`src/rtl/branch_predictor_pkg.sv`:
```
// Shared types for the BTB branch predictor: counter encodings, entry layout, default sizes.
// Pure declarations; no timing or flow control of its own.
package bp_pkg;
  localparam int DEF_IDX_BITS = 6;
  localparam int DEF_TAG_BITS = 8;

  typedef enum logic [1:0] {
    SNT = 2'b00,
    WNT = 2'b01,
    WT  = 2'b10,
    ST  = 2'b11
  } ctr_t;

  // Tag is kept 32 bits wide so any TAG_BITS fits; unused upper bits stay zero.
  typedef struct packed {
    logic        valid;
    logic [31:0] tag;
    logic [31:0] target;
    ctr_t        ctr;
  } btb_entry_t;
endpackage

```
`src/rtl/branch_predictor_sat_counter2.sv`:
```
// 2-bit saturating counter step: up increments, otherwise decrements, clamped at ST/SNT.
// Combinational, zero latency; no flow control.
module sat_counter2
  import bp_pkg::*;
(
  input  logic [1:0] ctr,
  input  logic       up,
  output logic [1:0] nxt
);
  always_comb begin
    nxt = ctr;
    if (up && ctr != ST) begin
      nxt = ctr + 2'd1;
    end else if (!up && ctr != SNT) begin
      nxt = ctr - 2'd1;
    end
  end
endmodule

```
`src/rtl/branch_predictor.sv`:
```
// Direct-mapped BTB predictor: combinational fetch lookup, combinational execute redirect/flush,
// table and perf-counter updates on the resolving edge; never stalls the pipeline.
module branch_predictor
  import bp_pkg::*;
#(
  parameter int IDX_BITS = DEF_IDX_BITS,
  parameter int TAG_BITS = DEF_TAG_BITS
) (
  input  logic        clk,
  input  logic        reset,
  input  logic [31:0] PCF,
  output logic        PredTakenF,
  output logic [31:0] PredTargetF,
  input  logic        BranchE,
  input  logic        JumpE,
  input  logic        TakenE,
  input  logic [31:0] PCE,
  input  logic [31:0] PCPlus4E,
  input  logic [31:0] PCTargetE,
  input  logic        PredTakenE,
  input  logic [31:0] PredTargetE,
  output logic        MispredictE,
  output logic [31:0] PCRedirectE,
  output logic        FlushD,
  output logic        FlushE,
  output logic [31:0] BranchCount,
  output logic [31:0] MispredictCount
);
  localparam int          ENTRIES  = 1 << IDX_BITS;
  localparam logic [31:0] TAG_MASK = 32'((64'd1 << TAG_BITS) - 64'd1);

  btb_entry_t btb [ENTRIES];

  logic [IDX_BITS-1:0] idx_f, idx_e;
  logic [31:0]         tag_f, tag_e;
  btb_entry_t          ent_f;
  logic                hit_f, hit_e;
  logic                resolve, actual_taken;
  logic [1:0]          ctr_nxt;

  assign idx_f = PCF[IDX_BITS+1:2];
  assign idx_e = PCE[IDX_BITS+1:2];
  assign tag_f = (PCF >> (IDX_BITS + 2)) & TAG_MASK;
  assign tag_e = (PCE >> (IDX_BITS + 2)) & TAG_MASK;

  assign ent_f       = btb[idx_f];
  assign hit_f       = ent_f.valid && (ent_f.tag == tag_f);
  assign PredTakenF  = hit_f && ent_f.ctr[1];
  assign PredTargetF = PredTakenF ? ent_f.target : PCF + 32'd4;

  assign resolve      = BranchE || JumpE;
  assign actual_taken = JumpE || (BranchE && TakenE);
  assign hit_e        = btb[idx_e].valid && (btb[idx_e].tag == tag_e);

  // A taken prediction to the wrong target is as bad as a wrong direction.
  assign MispredictE = !reset && resolve &&
                       ((actual_taken != PredTakenE) ||
                        (actual_taken && (PredTargetE != PCTargetE)));
  assign PCRedirectE = actual_taken ? PCTargetE : PCPlus4E;
  assign FlushD      = MispredictE;
  assign FlushE      = MispredictE;

  sat_counter2 u_ctr (
    .ctr (btb[idx_e].ctr),
    .up  (actual_taken),
    .nxt (ctr_nxt)
  );

  always_ff @(posedge clk) begin
    if (reset) begin
      for (int i = 0; i < ENTRIES; i++) begin
        btb[i] <= '{valid: 1'b0, tag: '0, target: '0, ctr: WNT};
      end
      BranchCount     <= '0;
      MispredictCount <= '0;
    end else begin
      if (resolve) begin
        if (hit_e) begin
          btb[idx_e].ctr <= ctr_t'(ctr_nxt);
          if (actual_taken) btb[idx_e].target <= PCTargetE;
        end else if (actual_taken) begin
          btb[idx_e] <= '{valid: 1'b1, tag: tag_e, target: PCTargetE,
                          ctr: (JumpE ? ST : WT)};
        end
        if (BranchCount != 32'hFFFF_FFFF) BranchCount <= BranchCount + 32'd1;
      end
      if (MispredictE && MispredictCount != 32'hFFFF_FFFF) begin
        MispredictCount <= MispredictCount + 32'd1;
      end
    end
  end
endmodule

```
`config.mk`:
```
export PLATFORM = sky130hd
export DESIGN_NAME = branch_predictor
export DESIGN_NICKNAME = d
export VERILOG_FILES = /design/src/rtl/branch_predictor_pkg.sv /design/src/rtl/branch_predictor_sat_counter2.sv /design/src/rtl/branch_predictor.sv
export SDC_FILE = /design/constraint.sdc
export NUM_CORES = 2
export LEC_CHECK = 0
export BUFFER_PORTS_ARGS = -buffer_cell sky130_fd_sc_hd__buf_2
export CAP_MARGIN = 20
export CORE_ASPECT_RATIO = 0.5
export CORE_MARGIN = 4
export CORE_UTILIZATION = 27
export CTS_CLUSTER_SIZE = 25
export DETAILED_ROUTE_END_ITERATION = 7
export GPL_ROUTABILITY_DRIVEN = 1
export HOLD_SLACK_MARGIN = 0.03
export SETUP_SLACK_MARGIN = 0.2
export SYNTH_ARGS = -nofsm -noshare
export SYNTH_HDL_FRONTEND = slang
export SYNTH_MEMORY_MAX_BITS = 65536
export SYNTH_SLANG_ARGS = --single-unit
```
`constraint.sdc`:
```
create_clock -name clk -period 5 [get_ports clk]
set_input_delay 0.75 -clock clk [delete_from_list [all_inputs] [get_ports clk]]
set_output_delay 0.75 -clock clk [all_outputs]
set_load 0.005 [all_outputs]
```
==> impl_results.md <==
* Switching Share at 0.2427
* Sequential share of the synthesized area at 0.6148
* Post-synth EDFFs at 2688
* Main area contributors after synthesis: edfxtp_1, mux4_2, and2_1
* Post-layout nets at ~9.5k
* Clk_lat worst skew at a little under 900 ps
* Die area at 513800 um^2
* Max Clock Skew at between 50 and 60 ps
* Clock Pin Slew Worst Setup and Hold Paths at around 60 ps
* WHS Endpoint: MispredictCount[4]
* Max-cap violation count at 0
* Post-DRT Antenna Nets at 0
* Critical path origin: btb[60][40]
* Routed vias at ~85k
* Reg2reg end: btb[3][1]
* Pre-Repair DR Iteration Count at 5
* Levels on crit path at 10
* Final worst path period need at between 5000 and 6000 ps
* Most frequent cells in the layout: edfxtp_1, and2_1, mux4_2
* # setup viols final at 10
* Synth Flop Type: edfxtp_1
* First-pass GRT wire length at about 650000 um
* Layout cells sized above 1 at 0.2757
* Psw at between 0.01 and 0.015 W
* Tot GR Track Use at 0.1742
* RSZ-0062 raised after global routing: yes
* Core area at 498500 um^2
* Via density at about 5.2
* Initial DRC count at approximately 12k
* Initial Utilization at 0.2718
* Vias in the first global route at roughly 84k
* Port bufs at roughly 280
* Hold crit path type: input port to flop
* PnR worst setup slack at -26.84 ps
* CTS Buf Count at between 300 and 400
* Most common cell after layout, fill and taps aside: edfxtp_1
* CTS tree: built
* Max Slew Vio Count at 0
* Drt drc at 0
* Critical Path, Cell by Cell: mux4_2 > mux4_2 > mux4_2 > xnor2_2 > nand2_1 > nor3_2 > nand3_2 > buf_12 > mux2_1 > buf_2
* Max incr delay on CP at around 620 ps
* FF-to-FF path depth at 12
* Violated checks: negative setup slack
* Die Width at just over 1000 um
* Max IR drop VDD at 248.1 uV
* Clk root buf: clkbuf_16
* Crit-path max FO at 32
* Status: finished with violations
* Initial antenna violation count at 48
* Gr ovfl total at 0
* FFs w/ async S/R, synth at 0
* FF-to-FF setup slack at 1000 ps
* Ys Warns at 0
* Clock power share at 0.396
* GP Congestion at ~0.9
* Hold Fails Final Rpt at 0
* Syn nets at approximately 9.2k
* Slew HR at 0.2085
* Flop pwr share at 0.499
* Die height at about 510 um
* Wire per inst at roughly 28 um
* Hold Path Depth at 2
* Clk sinks at ~2.8k
* CP Launch Type: flop
* Std-Cell Rows at 183
* Final TNS setup at -196.2 ps
* Synth top area share at 0.5959
* CP Class: flop to primary output
* CP endpoint kind: primary output
* Worst r2r src: btb[63][35]
* Synth Register Bits at between 2k and 3k
* Cell type with the highest aggregate area in the netlist: edfxtp_1
* Worst-margin pin slew at around 1200 ps
* P_leak at 56.02 nW
* Pint at ~0.042 W
* Worst path top cell family by delay: multiplexers
* Post-Syn Area at 135500 um^2
* Crit path arrival time at between 4000 and 5000 ps
* Final wirelength at ~460000 um
* Layout area overhead at 17.41%
* CP bufs+invs at 2
* CP max stage cell: mux4_2
* HP Start: reset
* Largest net degree at the start of global routing at between 100 and 150
* Core Util, Final at 0.3191
* Clock tree buffer depth at 4
* Dpl hpwl at between 200000 and 300000 um
* CP dominant cell by count: mux4_2
* Period utilisation layout at 1.005
* Post-synthesis cell count at 9010
* Avg Cell Area, Syn at roughly 15 um^2
* Distinct cells, synth at 69
* Layout fillers at between 40k and 50k
* PwrDens at between 300 and 400 nW/um^2
* I/O pin cnt at 298
* Combinational cell fraction of total power at 0.105
* Peak Freq at ~0.20 GHz
* Htree depth at 5
* Worst Path Required at about 4300 ps
worst reg2reg max path: cells and delay by family (launching register included):
kind / cells / cell delay, ps
compound gates: 5 / 1230
xor+xnor: 1 / 200
mux: 2 / 1040
simple gates: 1 / 100
buf+inv: 3 / 710
flops: 1 / 400
layout make-up:
type	count	area (um^2)	area share
timing repair buffer	1015	9308	0.05852
antenna	43	107.6	0.0006766
tap	6660	8333	0.05239
inverter	86	322.8	0.002030
clock buffer	383	8183	0.05145
multi-input combinational	5131	48410	0.3044
clock inverter	159	1102	0.006931
sequential	2816	83280	0.5236
sequential cells by signal, indices dropped and copies added, names as in the netlist:
| register | cells |
|---|---|
| btb | 2752 |
| BranchCount | 32 |
| MispredictCount | 32 |
cell usage after synthesis, types with 25 or more instances:
cell type and n:
mux2_2 65, inv_1 84, buf_2 132, nor3_1 89, mux4_2 936, dfxtp_1 128
and3_1 471, and2_1 2056, a21oi_1 39, a31o_2 63, xnor2_1 48, xor2_1 79
nand2_1 195, edfxtp_1 2688, a22oi_1 63, or2_2 67, nand2b_1 69, clkbuf_1 782
o22ai_1 25, mux2i_1 142, o21ai_0 129, a41o_1 60, nand3_1 99, buf_4 26
nor2_1 229
how the worst max path moves through the flow:
| stage | to |
|---|---|
| 5_1_grt | PredTargetF[5] |
| 6_report | PredTargetF[11] |
| 4_1_cts | PredTargetF[0] |
| 2_1_floorplan | PredTargetF[10] |
| 3_5_place_dp | PredTargetF[6] |
| 3_3_place_gp | PredTargetF[0] |
cell families after synthesis:
family                   share of synthesized area
AND/OR/NAND/NOR                             0.1465
buffers and inverters                      0.03212
adder cells (fa/ha/maj)                  0.0004618
AO/OA/AOI/OAI                              0.02481
flip-flops                                  0.6148
XOR/XNOR                                  0.008211
multiplexers                                0.1731
power groups by stage:
stage	Sequential [W]	Combinational (W)	Clock, W
floorplan	0.0277	0.00302	0
global placement	0.0278	0.00564	0
detailed placement	0.0279	0.00568	0
CTS	0.0274	0.00571	0.0220
global route	0.0275	0.00590	0.0229
finish	0.0274	0.00574	0.0217
through the flow:
step	hold WS (ps)	std cells	cell area, um^2	setup slack (ps)	total power [W]
after floorplan	440.4	9010	135500	272.0	0.03070
after global placement	460.0	15700	149400	-261.8	0.03345
after detailed placement	459.9	15710	149500	-219.9	0.03356
after CTS	203.7	16250	158900	-55.80	0.05505
after global routing	254.3	16280	159000	-154.1	0.05629
final	269.3	16290	159000	-26.84	0.05485
what timing repair did:
item | 4_1_cts | 5_1_grt
endpoints found under the setup margin | 33 | 33
gates resized for setup | 10 | 2
hold buffers | 0 | 0
setup buffers | 0 | 0
gates cloned | 1 | 0
pin swaps | 3 | 1
per-layer routing:
metal	GRT usage	share of wire	vias up
li1	-	-	34630
met1	0.2332	0.39	44400
met2	0.2777	0.46	4721
met3	0.03311	0.10	853
met4	0.07492	0.049	4
met5	0	0.000069	-
Power figures use the tool's default switching activity.
